**src/rtl/mac_seq_pkg.sv**
```systemverilog
// Shared types for the matrix-vector MAC sequencer.
package mac_seq_pkg;

   // Widths of the latched descriptor; the top-level parameters default to these.
   localparam int unsigned CfgAddrWidth = 16;
   localparam int unsigned CfgLenWidth  = 12;

   typedef enum logic [1:0] {
      StIdle,
      StRun,
      StDrain
   } mac_seq_state_t;

   // Job descriptor captured on an accepted start.
   typedef struct packed {
      logic [CfgLenWidth-1:0]  k;
      logic [CfgLenWidth-1:0]  n;
      logic [CfgAddrWidth-1:0] a_base;
      logic [CfgAddrWidth-1:0] b_base;
      logic [CfgAddrWidth-1:0] o_base;
   } mac_seq_cfg_t;

endpackage

```
**src/rtl/mac_seq_addr_gen.sv**
```systemverilog
// Element/row counters and incremental address generation for the MAC sequencer.
module mac_seq_addr_gen
   import mac_seq_pkg::*;
(
   input  logic                    clk_i,
   input  logic                    rst_i,
   input  logic                    clear_i,
   input  logic                    advance_i,
   input  mac_seq_cfg_t            cfg_i,
   output logic [CfgAddrWidth-1:0] a_addr_o,
   output logic [CfgAddrWidth-1:0] b_addr_o,
   output logic [CfgAddrWidth-1:0] o_addr_o,
   output logic                    first_k_o,
   output logic                    last_k_o,
   output logic                    last_row_o
);

   localparam logic [CfgLenWidth-1:0]  LenOne  = 1;
   localparam logic [CfgAddrWidth-1:0] AddrOne = 1;

   logic [CfgLenWidth-1:0]  k_q, k_d;
   logic [CfgLenWidth-1:0]  row_q, row_d;
   // Running A offset (row*K + k) kept as a counter so no multiplier is needed.
   logic [CfgAddrWidth-1:0] a_off_q, a_off_d;

   assign first_k_o  = (k_q == '0);
   assign last_k_o   = (k_q == cfg_i.k - LenOne);
   assign last_row_o = (row_q == cfg_i.n - LenOne);

   // Addresses wrap naturally modulo 2^CfgAddrWidth.
   assign a_addr_o = cfg_i.a_base + a_off_q;
   assign b_addr_o = cfg_i.b_base + CfgAddrWidth'(k_q);
   assign o_addr_o = cfg_i.o_base + CfgAddrWidth'(row_q);

   // Next-state of the counters: clear on job launch, step on every issued element.
   always_comb begin
      k_d     = k_q;
      row_d   = row_q;
      a_off_d = a_off_q;
      if (clear_i) begin
         k_d     = '0;
         row_d   = '0;
         a_off_d = '0;
      end else if (advance_i) begin
         a_off_d = a_off_q + AddrOne;
         if (last_k_o) begin
            k_d   = '0;
            row_d = row_q + LenOne;
         end else begin
            k_d = k_q + LenOne;
         end
      end
   end

   // Counter registers with synchronous reset.
   always_ff @(posedge clk_i) begin
      if (rst_i) begin
         k_q     <= '0;
         row_q   <= '0;
         a_off_q <= '0;
      end else begin
         k_q     <= k_d;
         row_q   <= row_d;
         a_off_q <= a_off_d;
      end
   end

endmodule

```
**src/rtl/mac_sequencer.sv**
```systemverilog
// Sequencer driving one MAC through a matrix-vector product: FSM, valid stage, stall gating.
module mac_sequencer
   import mac_seq_pkg::*;
#(
   parameter int unsigned ADDR_WIDTH = CfgAddrWidth,
   parameter int unsigned LEN_WIDTH  = CfgLenWidth
) (
   input  logic                  clk,
   input  logic                  rst_in,
   input  logic                  start,
   input  logic [LEN_WIDTH-1:0]  cfg_k,
   input  logic [LEN_WIDTH-1:0]  cfg_n,
   input  logic [ADDR_WIDTH-1:0] cfg_a_base,
   input  logic [ADDR_WIDTH-1:0] cfg_b_base,
   input  logic [ADDR_WIDTH-1:0] cfg_o_base,
   input  logic                  stall_in,
   output logic                  a_re,
   output logic                  b_re,
   output logic [ADDR_WIDTH-1:0] a_addr,
   output logic [ADDR_WIDTH-1:0] b_addr,
   output logic                  mac_valid,
   output logic                  mac_acc,
   output logic                  o_we,
   output logic [ADDR_WIDTH-1:0] o_addr,
   output logic                  busy,
   output logic                  done
);

   mac_seq_state_t state_q, state_d;
   mac_seq_cfg_t   cfg_q, cfg_d;
   logic           done_q, done_d;

   // Valid stage: the element whose read data arrives this cycle.
   logic                    vld_q, vld_d;
   logic                    first_q, first_d;
   logic                    last_q, last_d;
   logic [ADDR_WIDTH-1:0]   row_addr_q, row_addr_d;

   logic                    issue, accept;
   logic [ADDR_WIDTH-1:0]   ag_a_addr, ag_b_addr, ag_o_addr;
   logic                    ag_first_k, ag_last_k, ag_last_row;

   assign issue  = (state_q == StRun) && !stall_in;
   assign accept = (state_q == StIdle) && start;

   mac_seq_addr_gen u_addr_gen (
      .clk_i      (clk),
      .rst_i      (rst_in),
      .clear_i    (accept),
      .advance_i  (issue),
      .cfg_i      (cfg_q),
      .a_addr_o   (ag_a_addr),
      .b_addr_o   (ag_b_addr),
      .o_addr_o   (ag_o_addr),
      .first_k_o  (ag_first_k),
      .last_k_o   (ag_last_k),
      .last_row_o (ag_last_row)
   );

   // Job FSM next state: launch, run until the last element issues, drain one stage.
   always_comb begin
      state_d = state_q;
      cfg_d   = cfg_q;
      done_d  = 1'b0;
      unique case (state_q)
         StIdle: begin
            if (start) begin
               cfg_d = '{k: cfg_k, n: cfg_n, a_base: cfg_a_base, b_base: cfg_b_base,
                         o_base: cfg_o_base};
               // Empty jobs complete immediately without touching memory.
               if (cfg_k == '0 || cfg_n == '0) begin
                  done_d = 1'b1;
               end else begin
                  state_d = StRun;
               end
            end
         end
         StRun: begin
            if (!stall_in && ag_last_k && ag_last_row) begin
               state_d = StDrain;
            end
         end
         StDrain: begin
            if (!stall_in) begin
               state_d = StIdle;
               done_d  = 1'b1;
            end
         end
         default: state_d = StIdle;
      endcase
   end

   // Valid-stage next state: follows the issue stage one cycle later, frozen by stall.
   always_comb begin
      vld_d      = vld_q;
      first_d    = first_q;
      last_d     = last_q;
      row_addr_d = row_addr_q;
      if (!stall_in) begin
         vld_d      = issue;
         first_d    = ag_first_k;
         last_d     = ag_last_k;
         row_addr_d = ag_o_addr;
      end
   end

   // State, descriptor and pipeline registers with synchronous reset.
   always_ff @(posedge clk) begin
      if (rst_in) begin
         state_q    <= StIdle;
         cfg_q      <= '0;
         done_q     <= 1'b0;
         vld_q      <= 1'b0;
         first_q    <= 1'b0;
         last_q     <= 1'b0;
         row_addr_q <= '0;
      end else begin
         state_q    <= state_d;
         cfg_q      <= cfg_d;
         done_q     <= done_d;
         vld_q      <= vld_d;
         first_q    <= first_d;
         last_q     <= last_d;
         row_addr_q <= row_addr_d;
      end
   end

   // Stall gates every strobe combinationally; addresses read as zero when idle.
   assign a_re      = issue;
   assign b_re      = issue;
   assign a_addr    = issue ? ag_a_addr : '0;
   assign b_addr    = issue ? ag_b_addr : '0;
   assign mac_valid = vld_q && !stall_in;
   assign mac_acc   = mac_valid && !first_q;
   assign o_we      = mac_valid && last_q;
   assign o_addr    = o_we ? row_addr_q : '0;
   assign busy      = (state_q != StIdle);
   assign done      = done_q;

endmodule

```
**config.mk**
```make
export PLATFORM = sky130hd
export DESIGN_NAME = mac_sequencer
export DESIGN_NICKNAME = d
export VERILOG_FILES = /design/src/rtl/mac_seq_pkg.sv /design/src/rtl/mac_seq_addr_gen.sv /design/src/rtl/mac_sequencer.sv
export SDC_FILE = /design/constraint.sdc
export NUM_CORES = 1
export LEC_CHECK = 0
export CAP_MARGIN = 10
export CORE_MARGIN = 3
export CORE_UTILIZATION = 40
export DETAILED_ROUTE_END_ITERATION = 16
export GPL_TIMING_DRIVEN = 0
export PLACE_DENSITY_LB_ADDON = 0.2
export SLEW_MARGIN = 20
export SYNTH_ARGS = -nofsm -noshare
export SYNTH_HDL_FRONTEND = slang
export SYNTH_SLANG_ARGS = --single-unit
```
**constraint.sdc**
```tcl
create_clock -name clk -period 8.05 [get_ports clk]
set_input_delay 2.0125 -clock clk [delete_from_list [all_inputs] [get_ports clk]]
set_output_delay 2.0125 -clock clk [all_outputs]
set_load 0.05 [all_outputs]
```
* Word level (Yosys, flattened, before mapping)
Cells that the tools add are included.
** Word-level totals
- Flip-flop bits (word level) :: 134
- Input bits :: 76
** Operators by class
- Muxes and demuxes :: 13
- Add/subtract/negate cells :: 8
- Equality and inequality tests :: 8
- Reductions and logical operators :: 19
** Operators by type and width (number)
- 2-to-1 mux 16 bit :: 3
- zero test 12 bit :: 3
- adder 16 x 12 -> 16 bit :: 2
- adder 12 x 1 -> 12 bit (second input constant) :: 2
- == test 12 bit :: 2
- subtractor 12 x 1 -> 12 bit (second input constant) :: 2
- adder 16 x 1 -> 16 bit (second input constant) :: 1
- adder 16 bit :: 1
- 2-to-1 mux 12 bit :: 1
- 2-to-1 mux 2 bit :: 4
- logical AND 1 bit :: 7
- inequality test 2 bit (second input constant) :: 3
- case mux 2 bit (3 select lines) :: 1
- AND reduction 2 bit :: 2
- AND reduction 4 bit :: 1
- 2-to-1 mux 1 bit :: 3
- == test 2 x 1 -> 1 bit (second input constant) :: 1
- == test 2 bit (second input constant) :: 1
- zero test 1 bit :: 2
- zero test 2 bit :: 1
- inequality test 2 x 1 -> 1 bit (second input constant) :: 1
- case mux 1 bit (2 select lines) :: 1
- nonzero test 2 bit :: 1
- OR reduction 2 bit :: 1
- logical OR 1 bit :: 1

* Longest topological paths before layout
- Word-level depth :: 6
- Mapped depth :: 10
- Mapped depth without buffers :: 10

* Hierarchy
Synthesis repeated with hierarchy kept, for this count alone.
** Second synthesis, totals
- Cells, all modules :: 1057
- Area, all modules :: 8569.5 um^2
** By module, submodules not included
- mac_seq_addr_gen :: instances 1, area each 4722.0 um^2, cells an instance 599, sequential area each 800.8 um^2
- mac_sequencer :: instances 1, area each 3847.4 um^2, cells an instance 458, sequential area each 1881.8 um^2

* Least setup slack after synthesis
OpenSTA, ideal clock, no wires.
- Path kind :: input port to output port
- Start point :: input stall_in
- End point :: output b_addr[13]
- Slack :: 1.872 ns
- Arrival time :: 4.166 ns
- Stages on the path :: 7
- Buffers on the path :: 2
- Path through :: clkinv_1 nand2_1 inv_1 clkbuf_1 clkbuf_1 nand2_1 mux2i_1
** Between the ends
- Longest elaborated chain between the ends :: 3
** RTL lines
- start: declaration :: RTL line mac_sequencer.sv:16 : input logic stall_in,
- zero test 1 bit :: RTL line mac_sequencer.sv:43 : assign issue = (state_q == StRun) && !stall_in;
- logical AND 1 bit :: RTL line mac_sequencer.sv:43
- via a_re :: RTL line mac_sequencer.sv:17 : output logic a_re,
- 2-to-1 mux 16 bit :: RTL line mac_sequencer.sv:132 : assign b_addr = issue ? ag_b_addr : '0;
- end: declaration :: RTL line mac_sequencer.sv:20 : output logic [ADDR_WIDTH-1:0] b_addr,
The timed path passes the listed nets, and every way through them passes these cells.

* Final worst setup path
- Start point :: input stall_in
- End point :: output b_addr[13]
** Between the ends
- Longest elaborated chain between the ends :: 3
** RTL lines (RTL line)
- zero test 1 bit :: mac_sequencer.sv:43
- logical AND 1 bit :: mac_sequencer.sv:43
- 2-to-1 mux 16 bit :: mac_sequencer.sv:132
Every way passes these cells.

==> results.ini <==
[status]
outcome=completed

[power]
power.leakage_nw=3.92
p_sw_frac=0.266
p_comb_frac=0.139
ir_worst_vdd_mv=0.116
powerDensity_nw_per_um2=175
p_int_mw=1.30
seqPwrFrac=0.404
pwr-share-clk=0.457
p_sw_mw=0.470
p_total_mw=1.77

[synth]
synth_flop_cell=dfxtp_1
synth_cell_types=66
synth_top_family_by_area=simple AND/OR/NAND/NOR gates
synth-compound-area-share=0.178
async_flop_share=0
synthTopCellsByArea=dfxtp_1, nand2_1, a21oi_1, ha_1, xor2_1
yosys.area_share.simple=0.272
synth-xor-area-share=0.0820
synth_nets=1145
synth_edf_count=0
synth_top_area_frac=0.339
synthMuxAreaShare=0.0128
synth_seq_cells=134
syn_inst=1021
netlist_area_um2=7910
synth_top_cell_by_area=dfxtp_1
ys_warn_count=0
yosysSeqAreaShare=0.339
synth_fa_ha_area_frac=0.0788
avgSynthCellArea_um2=7.74

[worst_setup_path]
arrival_ps=5350
path_max_fanout=11
r2r_end=u_addr_gen.k_q[3]$_SDFFE_PP0P_
r2r_slack_ps=4990
max_stage_delay_ps=840
crit_chain=clkdlybuf4s50_1 > clkinv_1 > nand2_1 > inv_1 > clkbuf_1 > clkbuf_1 > nand2_1 > mux2i_1 > clkdlybuf4s50_1
cp_num_buf_inv=6
cp-start-kind=input pin
critPathCaptureType=output pin
reg2regPathDepth=9
crit_slowest_cell=clkdlybuf4s50_1
r2r-start=cfg_q[60]$_SDFFE_PP0P_
crit_family=buffers and inverters
crit_path_start=stall_in
crit_type=in -> out
worstPathRequired_ps=6040

[timing]
hold_viol=0
max_freq_mhz=136
fin_tns_setup_ps=0
fin_crit_sh=0.914
worstMarginPinSlew_ps=769
fin_skew_ps=10.2
min_period_ps=7360
slew_headroom=0.486
finalMaxSlewViolations=0
grt_setup_unrepaired=false
setup-violations-final=0

[final_layout]
syn_to_final_growth_pct=28.1
fin_cells=1442
nets=1293
n_antenna_cell=0
fillCellCount=1856
drive_gt1_frac=0.0398

[routing]
routed_wl_um=23100
via_per_inst=5.37
drt_iter0_markers=320
via_count=7744
drc_errors=0
antenna_left=0
wl_per_cell_um=16.0
dr.pass1.iters=5

[global_routing]
track_usage=0.214
antenna_found_initial=0
overflow=0
grt_pass1_wl_um=37400
global_route.usage.met3=0.0456
grt_start_max_net_pins=17
met1_usage=0.281
grt_pass1_vias=7312
grt.busiest_layer=met2
grt.met2_usage=0.359

[hold_path]
hold_path_startpoint=row_addr_q[2]$_SDFFE_PP0N_
hold_class=reg -> reg
min_delay_path_depth=2
hold_path_end=row_addr_q[2]$_SDFFE_PP0N_

[clocking]
clk_pin_slew_worst_paths_ps=60
cts_buffer_depth=2
cts-root-buf=clkbuf_16
cts_sinks=134
post_cts_buffers=0
cts_buffers=17
insertion_delay_ps=430
htreeDepth=4
postCtsHoldBufs=0
cts_tree=done
cts_resized=0

[floorplan]
die_h_um=147
core_um2=19100
dieWidth_um=147
initial_core_util=0.414
dieArea_um2=21500
std_cell_rows=50
io_pins=131

[placement]
placed_cells=1410
io_buffers=129
post-dp-hpwl_um=17600
place_congestion=0.887

[job]
drv_cap=0

Yosys cell counts, types with 2 or more instances:
| library cell | n |
|---|---|
| mux2i_1 | 9 |
| a211oi_1 | 7 |
| nor3b_1 | 3 |
| nand4_1 | 11 |
| a311o_1 | 3 |
| a31oi_1 | 5 |
| buf_1 | 6 |
| o21ai_0 | 35 |
| xnor2_1 | 33 |
| nand2b_1 | 6 |
| and2_1 | 10 |
| a21boi_0 | 3 |
| nor2_1 | 72 |
| o21bai_1 | 4 |
| o211ai_1 | 4 |
| or3_1 | 8 |
| nor2b_1 | 9 |
| nor3_1 | 20 |
| ha_1 | 45 |
| and4_1 | 3 |
| or2_2 | 3 |
| buf_6 | 2 |
| fa_1 | 3 |
| o21a_1 | 8 |
| a21o_1 | 10 |
| a21oi_1 | 128 |
| a2111o_1 | 2 |
| nor4b_1 | 4 |
| nand2_1 | 195 |
| nand4b_1 | 3 |
| and3_1 | 34 |
| or4_1 | 11 |
| inv_1 | 22 |
| o21ba_2 | 2 |
| a41oi_1 | 4 |
| dfxtp_1 | 134 |
| nand3b_1 | 3 |
| xor2_1 | 41 |
| nand3_1 | 31 |
| o22ai_1 | 2 |
| o31ai_1 | 2 |
| nor4_1 | 14 |
| a211o_1 | 2 |
| a2111oi_0 | 2 |
| clkbuf_1 | 42 |
flip-flops by register name, summed over array words and instances (netlist names):
name / cells
cfg_q: 72
row_addr_q: 16
u_addr_gen.a_off_q: 16
u_addr_gen.k_q: 12
u_addr_gen.row_q: 12
state_q: 2
done: 1
first_q: 1
last_q: 1
vld_q: 1
cell families (layout without fill, tap and decap cells):
logic type	after synthesis	in the layout
buffers and inverters	74	235
XOR/XNOR	74	74
AND/OR/NAND/NOR	447	447
adder cells (fa/ha/maj)	48	48
AO/OA/AOI/OAI	234	234
flip-flops	134	134
multiplexers	10	10
metrics by stage:
stage,utilization,setup slack [ps],hold WS [ps],cell area [µm²]
finish,0.531,692,459,10100
global route,0.531,402,477,10100
CTS,0.531,684,461,10100
detailed placement,0.499,677,452,9520
global placement,0.499,714,448,9520
floorplan,-,1870,432,7910
worst register-to-register path, cell delays in order (launching register included):
cell and delay (ps):
dfxtp_1 370, inv_1 80, ha_1 250, nor4b_4 360, xnor2_1 120, or4_4 430
a211oi_4 390, nand3_1 180, o21bai_1 640, nor2_1 110
power by group through the flow:
stage                     clock, mW  sequential, mW  combinational (mW)
final                         0.808           0.715               0.246
after global routing          0.848           0.718               0.271
after CTS                     0.814           0.715               0.246
after detailed placement          0           0.729               0.245
after global placement            0           0.728               0.243
after floorplan                   0           0.721               0.157
area by class of cell:
class,instances,area (µm²),area share
multi-input cells,813,4930,0.486
repair buffers,129,1290,0.127
flip-flops and latches,134,2680,0.265
inverters,23,86.3,0.00852
clock inverters,12,153,0.0151
plain buffers,51,210,0.0207
well taps,260,325,0.0321
clock buffers,20,457,0.0451
per-layer routing:
metal / share of wire / routed length, µm
met5: 0 / 0
met4: 0.014 / 329
met3: 0.048 / 1110
met2: 0.48 / 11000
met1: 0.46 / 10600
worst max-delay path by stage:
stage                 end  cells past startpoint
6_report       b_addr[13]                      9
2_1_floorplan  b_addr[13]                      7
5_1_grt        b_addr[15]                      9
3_5_place_dp   b_addr[13]                      9
4_1_cts        b_addr[13]                      9
3_3_place_gp   b_addr[15]                      9
layout by cell type, fill, tap and decap left out, types with 14 or more instances in the layout:
cell,count
clkdlybuf4s50_1,129
nor3_1,20
nand2_1,195
nor4_1,14
clkbuf_1,43
a21oi_1,128
xor2_1,41
dfxtp_1,134
nor2_1,72
ha_1,45
o21ai_0,35
xnor2_1,33
and3_1,34
inv_1,22
clkbuf_16,17
nand3_1,31
(Power assumes the default switching activity.)
